## src/rtl/mdr_mem_port_if.sv

```systemverilog
// RAM-side handshake bundle between the MDR memory port and a word RAM.
// The port drives request, direction, address and write data; the RAM
// answers with acknowledge and read data.
interface mdr_mem_port_if #(
  parameter int ADDR_W = 9
);
  logic              mem_req;
  logic              mem_we;
  logic [ADDR_W-1:0] mem_addr;
  logic [31:0]       mem_wdata;
  logic              mem_ack;
  logic [31:0]       mem_rdata;

  modport master (
    output mem_req,
    output mem_we,
    output mem_addr,
    output mem_wdata,
    input  mem_ack,
    input  mem_rdata
  );

  modport slave (
    input  mem_req,
    input  mem_we,
    input  mem_addr,
    input  mem_wdata,
    output mem_ack,
    output mem_rdata
  );
endinterface

```

## src/rtl/mdr_mem_port.sv

```systemverilog
// Memory-side stage of the datapath: holds MAR and MDR, runs a
// request/acknowledge handshake with a variable-latency word RAM for loads
// and stores, and reports completion (done) and timeout (err).
module mdr_mem_port #(
  parameter int ADDR_W  = 9,
  parameter int TIMEOUT = 16   // legal range 2..255
) (
  input  logic        clock,
  input  logic        clear,
  input  logic [31:0] BusMuxOut,
  input  logic        MARin,
  input  logic        MDRin,
  input  logic        mem_read,
  input  logic        mem_write,
  output logic [31:0] BusMuxInMDR,
  output logic        busy,
  output logic        done,
  output logic        err,
  mdr_mem_port_if.master mem
);

  localparam logic [1:0] S_IDLE = 2'd0;
  localparam logic [1:0] S_RD   = 2'd1;
  localparam logic [1:0] S_WR   = 2'd2;
  localparam logic [1:0] S_DONE = 2'd3;

  // Last wait cycle index; reaching it without an ack aborts the access.
  localparam logic [7:0] CNT_LAST = 8'(TIMEOUT - 1);

  logic [1:0]        state_q, state_d;
  // Only the addressed bits of MAR are ever observable, so only those are kept.
  logic [ADDR_W-1:0] mar_q, mar_d;
  logic [31:0]       mdr_q, mdr_d;
  logic [7:0]        cnt_q, cnt_d;
  logic              err_q, err_d;

  // Next-state and register-load decisions; commands and loads only in IDLE.
  always_comb begin
    state_d = state_q;
    mar_d   = mar_q;
    mdr_d   = mdr_q;
    cnt_d   = cnt_q;
    err_d   = err_q;
    case (state_q)
      S_IDLE: begin
        if (MARin) mar_d = BusMuxOut[ADDR_W-1:0];
        if (MDRin) mdr_d = BusMuxOut;
        // Read has priority; a simultaneous write is dropped.
        if (mem_read) begin
          state_d = S_RD;
          cnt_d   = 8'd0;
          err_d   = 1'b0;
        end else if (mem_write) begin
          state_d = S_WR;
          cnt_d   = 8'd0;
          err_d   = 1'b0;
        end
      end
      S_RD, S_WR: begin
        if (mem.mem_ack) begin
          if (state_q == S_RD) mdr_d = mem.mem_rdata;
          state_d = S_DONE;
        end else if (cnt_q == CNT_LAST) begin
          // Counter stays at CNT_LAST; MDR untouched on an aborted read.
          err_d   = 1'b1;
          state_d = S_DONE;
        end else begin
          cnt_d = cnt_q + 8'd1;
        end
      end
      S_DONE:  state_d = S_IDLE;
      default: state_d = S_IDLE;
    endcase
  end

  // State and datapath registers with asynchronous active-low clear.
  always_ff @(posedge clock or negedge clear) begin
    if (!clear) begin
      state_q <= S_IDLE;
      mar_q   <= '0;
      mdr_q   <= '0;
      cnt_q   <= '0;
      err_q   <= 1'b0;
    end else begin
      state_q <= state_d;
      mar_q   <= mar_d;
      mdr_q   <= mdr_d;
      cnt_q   <= cnt_d;
      err_q   <= err_d;
    end
  end

  // Handshake outputs are pure decodes of the state register.
  assign mem.mem_req   = (state_q == S_RD) || (state_q == S_WR);
  assign mem.mem_we    = (state_q == S_WR);
  assign mem.mem_addr  = mar_q;
  assign mem.mem_wdata = mdr_q;
  assign busy          = (state_q == S_RD) || (state_q == S_WR);
  assign done          = (state_q == S_DONE);
  assign err           = err_q;
  assign BusMuxInMDR   = mdr_q;

endmodule

```

## src/flat_wrapper.sv

```systemverilog
// flat-port wrapper written by rule: the top's interface ports become plain ports
module mdr_mem_port_flat 
#(
  parameter int ADDR_W  = 9,
  parameter int TIMEOUT = 16                        
)
  (clock, clear, BusMuxOut, MARin, MDRin, mem_read, mem_write, BusMuxInMDR, busy, done, err, mem_mem_req, mem_mem_we, mem_mem_addr, mem_mem_wdata, mem_mem_ack, mem_mem_rdata);
  mdr_mem_port_if #(.ADDR_W(ADDR_W)) mem_i ();
  input  logic clock;
  input  logic clear;
  input  logic [31:0] BusMuxOut;
  input  logic MARin;
  input  logic MDRin;
  input  logic mem_read;
  input  logic mem_write;
  output logic [31:0] BusMuxInMDR;
  output logic busy;
  output logic done;
  output logic err;
  output wire logic [$bits(mem_i.mem_req)-1:0] mem_mem_req;
  output wire logic [$bits(mem_i.mem_we)-1:0] mem_mem_we;
  output wire logic [$bits(mem_i.mem_addr)-1:0] mem_mem_addr;
  output wire logic [$bits(mem_i.mem_wdata)-1:0] mem_mem_wdata;
  input wire logic [$bits(mem_i.mem_ack)-1:0] mem_mem_ack;
  input wire logic [$bits(mem_i.mem_rdata)-1:0] mem_mem_rdata;
  assign mem_mem_req = mem_i.mem_req;
  assign mem_mem_we = mem_i.mem_we;
  assign mem_mem_addr = mem_i.mem_addr;
  assign mem_mem_wdata = mem_i.mem_wdata;
  assign mem_i.mem_ack = mem_mem_ack;
  assign mem_i.mem_rdata = mem_mem_rdata;
  mdr_mem_port #(.ADDR_W(ADDR_W), .TIMEOUT(TIMEOUT)) u_core (.clock(clock), .clear(clear), .BusMuxOut(BusMuxOut), .MARin(MARin), .MDRin(MDRin), .mem_read(mem_read), .mem_write(mem_write), .BusMuxInMDR(BusMuxInMDR), .busy(busy), .done(done), .err(err), .mem(mem_i));
endmodule
```

## config.mk

```make
export PLATFORM = sky130hd
export DESIGN_NAME = mdr_mem_port_flat
export DESIGN_NICKNAME = d
export VERILOG_FILES = /design/src/rtl/mdr_mem_port_if.sv /design/src/rtl/mdr_mem_port.sv /design/src/flat_wrapper.sv
export SDC_FILE = /design/constraint.sdc
export NUM_CORES = 1
export LEC_CHECK = 0
export ABC_CLOCK_PERIOD_IN_PS = 2000
export BUFFER_PORTS_ARGS = -buffer_cell sky130_fd_sc_hd__buf_2
export CAP_MARGIN = 20
export CORE_MARGIN = 3
export CORE_UTILIZATION = 42
export CTS_BUF_LIST = sky130_fd_sc_hd__clkbuf_8
export DETAILED_ROUTE_END_ITERATION = 8
export PLACE_DENSITY = 0.79
export SYNTH_ARGS = -nofsm -noshare
export SYNTH_HDL_FRONTEND = slang
export SYNTH_SLANG_ARGS = --single-unit
```

## constraint.sdc

```tcl
create_clock -name clock -period 2 [get_ports clock]
set_input_delay 0 -clock clock [delete_from_list [all_inputs] [get_ports clock]]
set_output_delay 0 -clock clock [all_outputs]
set_load 0.005 [all_outputs]
```

-- Word-level counts from Yosys, hierarchy flattened
Cells that the tools add are included.
- bits in registers: 52
- latch bits: 0
- memory bits (writable): 0
- ROM bits: 0
- output and inout port bits: 78
- word-level logic and storage cells: 46
- memories kept: 0
- add/sub/neg operators: 1
- multiply operators: 0
- divide/modulo/power cells: 0
- magnitude comparators: 0
- equality and inequality tests: 12
- shift operators: 0
- muxes and demuxes: 19
- bitwise operators: 0
- reductions and logical operators: 9
- operators with widths (cell ; count):
    $mux 32 ; 3
    $pmux 32 s2 ; 1
    $mux 8 ; 4
    $pmux 8 s2 ; 1
    $reduce_and 4->1 ; 3
    $add 8x1->8 const B ; 1
    $eq 8x4->1 const B ; 1
    $mux 2 ; 4
    $ne 2x2->1 const B ; 4
    $pmux 2 s3 ; 1
    $eq 2x2->1 const B ; 2
    $mux 1 ; 4
    $ne 2x1->1 const B ; 2
    $reduce_and 2->1 ; 2
    $ne 3x2->1 const B ; 1
    $ne 3x3->1 const B ; 1
    $eq 2x1->1 const B ; 1
    $logic_not 2->1 ; 1
    $pmux 1 s2 ; 1
    $reduce_bool 2->1 ; 1
    $reduce_or 2->1 ; 1
    $logic_or 1x1->1 ; 1

-- Longest topological paths before layout
Gate-level depths: netlist of the first run.
- word-level depth: 4
- mapped depth: 7
- mapped depth without buffers: 6

-- Worst setup path before layout of the first run
OpenSTA, ideal clock, no wires.
- kind: flip-flop to flip-flop
- start point: reg u_core.state_q[1]
- end point: reg u_core.cnt_q[7]
- data arrival time: 1.895 ns
- path slack: 0.036 ns
- stages on the path, launching flop included: 8
- path buffers: 1
- clock period less this slack: 1.964 ns
- cells stage by stage: dfrtp_1 > inv_1 > ha_1 > nor2_1 > a211o_1 > buf_2 > or4b_1 > nand3_1
- word-level cells in the longest chain between the ends: 4
- elaborated cells between the ends (all ways): 10
- RTL lines (item ; line ; text):
    from (decl) ; mdr_mem_port.sv:30 ; logic [1:0] state_q, state_d;
    from (signal assigned) ; mdr_mem_port.sv:85 ; state_q <= state_d;
    $eq 2x2->1 / $eq 2x1->1 (equally long branches) ; mdr_mem_port.sv:44 ; case (state_q)
    $reduce_or 2->1 ; mdr_mem_port.sv:44 ;
    $ne 2x2->1 (no line) / $reduce_bool 2->1 (equally long branches) ; -- ;
    $reduce_and 4->1 (no line) ; -- ;
    to (signal assigned) ; mdr_mem_port.sv:88 ; cnt_q <= cnt_d;
    to (decl) ; mdr_mem_port.sv:34 ; logic [7:0] cnt_q, cnt_d;
Several ways; a longest one is shown, not always the timed one.
A chain may end at the register's enable or synchronous reset.

-- Worst setup path after layout of the first run
- start point: reg u_core.state_q[0]
- end point: reg u_core.mdr_q[9], in the netlist u_core.BusMuxInMDR[9]
- word-level cells in the longest chain between the ends: 4
- elaborated cells between the ends (all ways): 10
- RTL lines (item ; line ; text):
    $eq 2x2->1 / $eq 2x1->1 (equally long branches) ; mdr_mem_port.sv:44, mdr_mem_port.sv:61 ;
    $reduce_or 2->1 ; mdr_mem_port.sv:44 ;
    $ne 2x1->1 (no line) (tied with other cells) ; -- ;
    $reduce_and 4->1 (no line) ; -- ;
    to (signal assigned) ; mdr_mem_port.sv:87 ; mdr_q <= mdr_d;
    to (decl) ; mdr_mem_port.sv:33 ; logic [31:0] mdr_q, mdr_d;
Several ways; a longest one is shown, not always the timed one.

==> run summary, run 1 <==
Worst hold start = mem_mem_rdata[3]
Post-synth cell types = 33
Die area = 7540 sq um
Mean area per synthesized cell = 10.3 sq um
Most frequent CP cell = nor2_1
Mapped Area = 2740 sq um
GP Congestion = 0.767
CTS tree = built
Failing checks = negative hold slack
Maximum buffer depth of the clock tree = 2
Setup slack, reg-to-reg = 70 ps
Crit path buf inv count = 3
Hold depth = 3
DR vias = 2,488
Yosys warning count = 0
Total of max-cap violations = 0
Sw power = 2860 uW
Ports = 149
Startpoint types = register
Worst-path maximum fanout = 20
Worst vdd ir = 1.09 mV
Residual DRC count = 0
CP cell instances = inv_1, ha_4, nor2_1, a2111oi_4, buf_4, buf_12, nor2_1, a21oi_1
Clk network pwr share = 0.094
Global-route wire length before repair = 11.3 mm
CTS buffer count = 5
Slew HR = 0.599
Comb power frac = 0.626
Largest net degree at the start of global routing = 41
Setup crit end kind = register
Async SR Flop Fraction = 1.00
Final hold vios = 2
Sequential fraction of design power = 0.280
Yosys reg bits = 52
Rows = 28
Reg-to-reg critical path startpoint = u_core.state_q[0]
CP delay by family, top = compound AO/OA/AOI/OAI gates
H-tree depth = 2
Hold worst-path end = u_core.BusMuxInMDR[3]
Post-Layout Cell Count = 504
Fin worst setup slack = 65.8 ps
Power Total = 6820 uW
FF-to-FF End = u_core.BusMuxInMDR[9]
Core Footprint = 6130 sq um
Slew @ Worst Pin = 601 ps
EDFF count, synth = 0
Utilization after layout = 0.638
Critical path arrival = 2160 ps
Crit path launch = u_core.state_q[0]
Status = finished with violations
Crit share post-route = 0.967
Worst Path Required = 2220 ps
# diodes = 0
HP Class = primary input to register
Antenna violations before repair = 0
Antenna Nets Post-Route = 0
CTS root buffer = clkbuf_8
R2R cell count = 8
Placed insts = 455
Grt ovf = 0
Initial Util = 0.447
Fin nets = 505
Static leakage = 0.00196 uW
Final Instance Area = 3910 sq um
Total Routing Usage GR = 0.190
Vias in the first global route = 2,459
Clock skew = 4.59 ps
Final setup fails = 0
Post-DP HPWL = 4.90 mm
Vias per cell = 4.94
Sw Ratio = 0.420
Internal = 3950 uW
WL final = 7.45 mm
Critical path type = register to register
Fmax = 517 MHz
Slew Viols, Final = 0
Syn Inst Count = 266
Syn_nets = 343
Filler Cell Count = 491
CP max stage delay = 400 ps
First-pass detailed-route iteration total = 5
Synth-to-Final Area Change = 42.6%
Die X = 86.8 microns
Sequential share of the synthesized area = 0.474
Main synth FF type = dfrtp_1
Final Critical Period = 1930 ps
Initial DRC count = 70
Clock sink count = 52
Worst-path clk slew = 100 ps
Max stage delay cell, worst path = a2111oi_4
DP Area = 3370 sq um
Pre-CTS setup slack = -58.8 ps
WL/cell = 14.8 microns
WHS = -15.4 ps
Clock Latency Late Sink = 300 ps
PwrDens = 1740 nW/um^2
Die height = 86.8 microns
Port Buf Inserts = 148
Layout cells sized above 1 = 0.438
[worst register-to-register path: stages (launching register included)]
cell and delay (ps):
dfrtp_1 370, inv_1 110, ha_4 320, nor2_1 100, a2111oi_4 400, buf_4 210
buf_12 150, nor2_1 60, a21oi_1 140
[cell type report]
cell class	instances	area (sq um)	share of cell area
Sequential cell	52	1300	0.333
Timing Repair Buffer	200	1250	0.321
Multi-Input combinational cell	165	1150	0.294
Tap cell	75	93.8	0.0240
Clock buffer	6	82.6	0.0211
Inverter	4	15.0	0.00384
Clock inverter	2	13.8	0.00352
[cells in the final DEF, fill, tap and decap left out, drive strengths merged, types with 2 or more instances in the layout]
| cell type | n |
|---|---|
| nand2 | 14 |
| o211ai | 2 |
| mux2 | 11 |
| a22o | 3 |
| buf | 162 |
| o21ai | 3 |
| clkbuf | 8 |
| nor2 | 34 |
| ha | 6 |
| mux2i | 32 |
| dlygate4sd3 | 36 |
| nand3 | 6 |
| dfrtp | 52 |
| inv | 5 |
| a21oi | 35 |
| nand4 | 2 |
| or4b | 2 |
[cell families (layout without fill, tap and decap cells)]
| group | after synthesis | after routing | share of synthesized area |
|---|---|---|---|
| AO/OA/AOI/OAI | 50 | 50 | 0.113 |
| buffers and inverters | 49 | 212 | 0.115 |
| flip-flops | 52 | 52 | 0.474 |
| adder cells (fa/ha/maj) | 6 | 6 | 0.0274 |
| AND/OR/NAND/NOR | 66 | 66 | 0.109 |
| multiplexers | 43 | 43 | 0.162 |
[cells in the mapped netlist, types with 3 or more instances]
library cell  number  area (sq um)
dfrtp_1           52          1300
a21oi_1           35           175
nor2_1            34           128
buf_4             33           248
mux2i_1           32           320
nand2_1           14          52.6
mux2_2            11           124
buf_2              6          30.0
ha_1               6          75.1
nand3_1            6          30.0
clkbuf_1           5          18.8
inv_1              4          15.0
a22o_1             3          26.3
o21ai_0            3          15.0
[metal layers]
layer	track usage	share of wire
met1	0.206	0.38
met2	0.369	0.54
met4	0.0439	0.0079
met3	0.0409	0.065
met5	0	0
[flip-flops by register name (all words and copies together), names as in the netlist]
signal	count
u_core.mem.mem_addr	9
u_core.state_q	2
u_core.cnt_q	8
u_core.BusMuxInMDR	32
u_core.err	1
[how the worst max path moves through the flow]
stage,to,depth (start not counted)
CTS,u_core.cnt_q[5],6
detailed placement,u_core.cnt_q[3],6
finish,u_core.BusMuxInMDR[9],8
global route,u_core.BusMuxInMDR[10],8
floorplan,u_core.cnt_q[7],7
global placement,u_core.cnt_q[3],6
[repair_timing]
action	in CTS	in global routing
setup buffers	0	3
cloned	0	2
endpoints found under the setup margin	5	32
gates resized for setup	2	3
hold buffers	36	0
pin swaps	0	1
endpoints found under the hold margin	51	0
[through the flow]
step                      setup TNS, ps  hold slack (ps)
final                                 0            -15.4
after global routing               -109             1.19
after CTS                             0            0.180
after detailed placement           -171             42.9
after global placement                0             32.7
after floorplan                       0             -296
[power by group through the flow]
| stage | combinational, uW | sequential, uW | clock, uW |
|---|---|---|---|
| after floorplan | 2800 | 1940 | 0 |
| after global placement | 3750 | 1900 | 0 |
| after detailed placement | 3880 | 1920 | 0 |
| after CTS | 3960 | 1910 | 660 |
| after global routing | 4690 | 1980 | 701 |
| final | 4270 | 1910 | 641 |
(Power assumes the default switching activity.)
==> run 2: changes to the inputs <==
--- a/config.mk
+++ b/config.mk
@@ -9,10 +9,9 @@
 export BUFFER_PORTS_ARGS = -buffer_cell sky130_fd_sc_hd__buf_2
 export CAP_MARGIN = 20
 export CORE_MARGIN = 3
-export CORE_UTILIZATION = 42
-export CTS_BUF_LIST = sky130_fd_sc_hd__clkbuf_8
+export CORE_UTILIZATION = 41
 export DETAILED_ROUTE_END_ITERATION = 8
-export PLACE_DENSITY = 0.79
+export PLACE_DENSITY = 0.77
 export SYNTH_ARGS = -nofsm -noshare
 export SYNTH_HDL_FRONTEND = slang
 export SYNTH_SLANG_ARGS = --single-unit
==> run 2 against run 1 <==
The run now ends clean; via count grew 1.4%; combinational power shrank 5.9%; clock-buffer cell count shrank 1; global-route usage grew 0.17 points; fmax grew 1.9%; sequential share of layout area shrank 0.75 points; hold slack gained 21 ps; worst setup slack gained 36 ps; flip-flop and latch count is the same.
==> run summary, run 2 (same netlist as run 1, synthesis figures left out) <==
Crit path buf inv count = 2
Global-route wire length before repair = 11.4 mm
Status = finished, final reports clean
Die height = 87.8 microns
Clock sink count = 52
HP Class = primary input to register
Ports = 149
Die area = 7710 sq um
Rows = 29
Crit share post-route = 0.949
WL final = 7.59 mm
PwrDens = 1690 nW/um^2
Post-DP HPWL = 4.86 mm
Critical path type = register to register
Startpoint types = register
Commonest non-fill, non-tap cell in the layout = buf_2
Residual DRC count = 0
Maximum buffer depth of the clock tree = 2
Port Buf Inserts = 148
Filler Cell Count = 530
Initial DRC count = 109
Initial Util = 0.427
Slew Viols, Final = 0
First-pass detailed-route iteration total = 4
CP max stage delay = 400 ps
Worst-path clk slew = 90 ps
Placed insts = 456
Grt ovf = 0
Total of max-cap violations = 0
Die X = 87.8 microns
H-tree depth = 2
Fin nets = 511
Critical path arrival = 2100 ps
Worst vdd ir = 1.17 mV
Worst-path maximum fanout = 9
Post-Layout Cell Count = 511
Area of the multi-input gates = 1140 sq um
Utilization after layout = 0.623
Setup crit end kind = register
Vias in the first global route = 2,402
GP Congestion = 0.757
CTS buffer count = 5
Antenna violations before repair = 0
Fmax = 527 MHz
Layout cells sized above 1 = 0.422
Core Footprint = 6420 sq um
Static leakage = 0.00199 uW
Synth-to-Final Area Change = 45.8%
Clock Latency Late Sink = 300 ps
# diodes = 0
Most frequent cells in the layout = buf_2 (148), dfrtp_1 (52), dlygate4sd3_1 (46)
WHS = 5.15 ps
Storage element area = 1300 sq um
Final setup fails = 0
Slew HR = 0.594
CP cell instances = inv_1, ha_2, nor2_1, a211o_1, buf_4, o21ai_0, a22o_1
CTS tree = built
Max stage delay cell, worst path = dfrtp_1
Power Total = 6760 uW
Largest net degree at the start of global routing = 37
DR vias = 2,524
Worst Path Required = 2200 ps
Vias per cell = 4.94
CTS root buffer = clkbuf_8
Total Routing Usage GR = 0.191
Flip-flop count of the largest register after layout = 32
Clock skew = 7.52 ps
Antenna Nets Post-Route = 0
WL/cell = 14.8 microns
Slew @ Worst Pin = 608 ps
Final hold vios = 0
CP delay by family, top = compound AO/OA/AOI/OAI gates
Final Critical Period = 1900 ps
[run 2: cell types whose count changed in the layout (fill, tap and decap cells not counted), sizes merged]
cell         delta
inv             -1
clkbuf          -2
bufinv          +2
buf             -3
dlygate4sd3    +10
clkinv          -1
[run 2: cell type report]
class	instances	area share
Clock buffer	5	0.0172
Clock inverter	2	0.0150
Inverter	4	0.00375
Sequential cell	52	0.325
Timing Repair Buffer	206	0.330
Multi-Input combinational cell	165	0.285
Tap cell	77	0.0241
[run 2: final timing paths]
| path | from | slack (ps) | cells after the start | endpoint |
|---|---|---|---|---|
| max in group asynchronous | clear | 1180 | 3 | u_core.BusMuxInMDR[17] |
| setup reg to reg | u_core.state_q[0] | 100 | 7 | u_core.cnt_q[6] |
| hold / removal | mem_mem_rdata[29] | 5 | 3 | u_core.BusMuxInMDR[29] |
| hold reg to reg | u_core.err | 510 | 1 | u_core.err |
| min in group asynchronous | clear | 240 | 2 | u_core.BusMuxInMDR[26] |
| setup / recovery | u_core.state_q[0] | 100 | 7 | u_core.cnt_q[6] |
[run 2: worst min-delay path, delay by kind of cell]
family / cells / cell delay, ps
compound gates: 1 / 130
buf+inv: 1 / 70
mux: 1 / 70
[run 2: through the flow]
step | cell area (sq um) | setup slack [ps] | TNS (ps)
2_1_floorplan | 2740 | 35.6 | 0
3_5_place_dp | 3380 | 32.1 | 0
6_report | 4000 | 102 | 0
3_3_place_gp | 3380 | 97.5 | 0
5_1_grt | 4000 | -18.1 | -18.9
4_1_cts | 3970 | 8.40 | 0
[run 2: what timing repair did]
item,4_1_cts,5_1_grt
hold endpoints to repair,57,0
hold buffers,46,0
buffers inserted,0,1
setup endpoints to repair,0,19
resized for setup,0,4
[run 2: metal layers]
| metal | track usage | vias to the layer above | part of all wire |
|---|---|---|---|
| li1 | - | 1226 | - |
| met1 | 0.223 | 1187 | 0.39 |
| met4 | 0.0753 | 0 | 0.022 |
| met2 | 0.342 | 97 | 0.53 |
| met3 | 0.0395 | 14 | 0.056 |
| met5 | 0 | - | 0 |
[run 2: power breakdown]
| group | total, uW | internal, uW | leakage (uW) | switching, uW |
|---|---|---|---|---|
| logic | 4020 | 1920 | 0.00132 | 2090 |
| registers | 1910 | 1570 | 0.000604 | 336 |
| clock network | 831 | 492 | 0.0000642 | 339 |
==> run 3: changes to the inputs <==
--- a/config.mk
+++ b/config.mk
@@ -12,6 +12,7 @@
 export CORE_UTILIZATION = 41
 export DETAILED_ROUTE_END_ITERATION = 8
 export PLACE_DENSITY = 0.77
+export RECOVER_POWER = 100
 export SYNTH_ARGS = -nofsm -noshare
 export SYNTH_HDL_FRONTEND = slang
 export SYNTH_SLANG_ARGS = --single-unit
==> run 3 against run 2 <==
Non-clock buffer count did not move; critical path depth unchanged; total power fell by 1.6%; flip-flop and latch count unchanged; sequential power about the same; via count increased by 0.40%; register-to-register slack about the same; clock skew is essentially flat; utilization decreased by 0.95 points.
==> run summary, run 3 (same netlist as run 1, synthesis figures left out) <==
Status = finished, final reports clean
Worst vdd ir = 1.17 mV
H-tree depth = 2
WL/cell = 14.9 microns
Worst-path maximum fanout = 9
Antenna Nets Post-Route = 0
Hold worst-path end = u_core.BusMuxInMDR[29]
Die height = 87.8 microns
Fin nets = 511
Most frequent cells in the layout = buf_2 (105), dfrtp_1 (52), dlygate4sd3_1 (46)
Global-route wire length before repair = 11.4 mm
Crit share post-route = 0.948
Crit path buf inv count = 2
Power Total = 6650 uW
Clock sink count = 52
Slew HR = 0.0316
Setup slack, reg-to-reg = 100 ps
Clock Latency Late Sink = 300 ps
CP delay by family, top = compound AO/OA/AOI/OAI gates
CTS root buffer = clkbuf_8
HP Class = primary input to register
Filler Cell Count = 557
Largest net degree at the start of global routing = 37
Storage element area = 1300 sq um
GP Congestion = 0.757
Hold depth = 3
R2R cell count = 7
Crit path launch = u_core.state_q[0]
Clock skew = 7.06 ps
Flip-flop count of the largest register after layout = 32
Max stage delay cell, worst path = dfrtp_1
Slew @ Worst Pin = 1450 ps
Fmax = 528 MHz
Synth-to-Final Area Change = 43.6%
Worst hold start = mem_mem_rdata[29]
Final Critical Period = 1900 ps
CP cell instances = inv_1, ha_2, nor2_1, a211o_1, buf_4, o21ai_0, a22o_1
Maximum buffer depth of the clock tree = 2
Setup crit end kind = register
Rows = 29
Initial DRC count = 109
Die area = 7710 sq um
Die X = 87.8 microns
Pre-CTS setup slack = 32.1 ps
Reg-to-reg critical path startpoint = u_core.state_q[0]
Worst Path Required = 2200 ps
Post-DP HPWL = 4.86 mm
Fin worst setup slack = 105 ps
Grt ovf = 0
CTS buffer count = 5
Total Routing Usage GR = 0.191
Critical path type = register to register
Initial Util = 0.427
Startpoint types = register
WL final = 7.59 mm
Final setup fails = 0
Layout cells sized above 1 = 0.318
# diodes = 0
CP max stage delay = 400 ps
First-pass detailed-route iteration total = 4
Residual DRC count = 0
Ports = 149
Port Buf Inserts = 148
Worst-path clk slew = 90 ps
Area of the multi-input gates = 1140 sq um
Final hold vios = 0
Vias in the first global route = 2,402
Critical path arrival = 2090 ps
Total of max-cap violations = 0
Utilization after layout = 0.613
Setup TNS = 0 ps
Slew Viols, Final = 0
Vias per cell = 4.96
Commonest non-fill, non-tap cell in the layout = buf_2
Antenna violations before repair = 0
Core Footprint = 6420 sq um
PwrDens = 1690 nW/um^2
FF-to-FF End = u_core.cnt_q[6]
CTS tree = built
DR vias = 2,534
Static leakage = 0.00188 uW
-- run 3: changes by cell type in the layout (fill, tap and decap cells not counted), sizes merged --
cell	previous run	this run
buf	159	114
clkbuf	6	51
-- run 3: through the flow --
stage / instance area, sq um / hold slack (ps) / std cells
6_report: 3940 / 2.24 / 511
5_1_grt: 3940 / 6.44 / 511
4_1_cts: 3970 / 1.35 / 509
3_5_place_dp: 3380 / 39.6 / 456
3_3_place_gp: 3380 / 38.7 / 456
2_1_floorplan: 2740 / -296 / 266
-- run 3: worst reg2reg max path, cell delays in order, from the launching register on --
cell and delay (ps):
dfrtp_1 400, inv_1 80, ha_2 320, nor2_1 310, a211o_1 200, buf_4 180
o21ai_0 100, a22o_1 190
-- run 3: area by class of cell --
| cell class | instances | area share |
|---|---|---|
| Timing Repair Buffer | 206 | 0.320 |
| Tap cell | 77 | 0.0245 |
| Clock buffer | 5 | 0.0175 |
| Sequential cell | 52 | 0.330 |
| Inverter | 4 | 0.00381 |
| Multi-Input combinational cell | 165 | 0.289 |
| Clock inverter | 2 | 0.0152 |
-- run 3: how the worst max path moves through the flow --
stage | end | slack (ps) | cells after the start
after floorplan | u_core.cnt_q[7] | 40 | 7
after global placement | u_core.cnt_q[3] | 100 | 6
after detailed placement | u_core.cnt_q[1] | 30 | 6
after CTS | u_core.cnt_q[3] | 8 | 6
after global routing | u_core.BusMuxInMDR[7] | -20 | 8
final | u_core.cnt_q[6] | 100 | 7
-- run 3: what timing repair did --
item	4_1_cts	5_1_grt
setup buffers	0	1
gates resized for setup	0	4
endpoints found under the setup margin	0	19
hold buffers	46	0
endpoints found under the hold margin	57	0
-- run 3: power breakdown --
part | internal (uW) | switching [uW] | total, uW
clock network | 493 | 339 | 832
registers | 1570 | 349 | 1920
logic | 1800 | 2100 | 3900
-- run 3: layer usage --
layer / GRT usage / part of all wire / vias up
met3: 0.0395 / 0.061 / 14
met2: 0.342 / 0.53 / 101
met1: 0.223 / 0.39 / 1191
met5: 0 / 0 / -
li1: - / - / 1228
met4: 0.0753 / 0.022 / 0
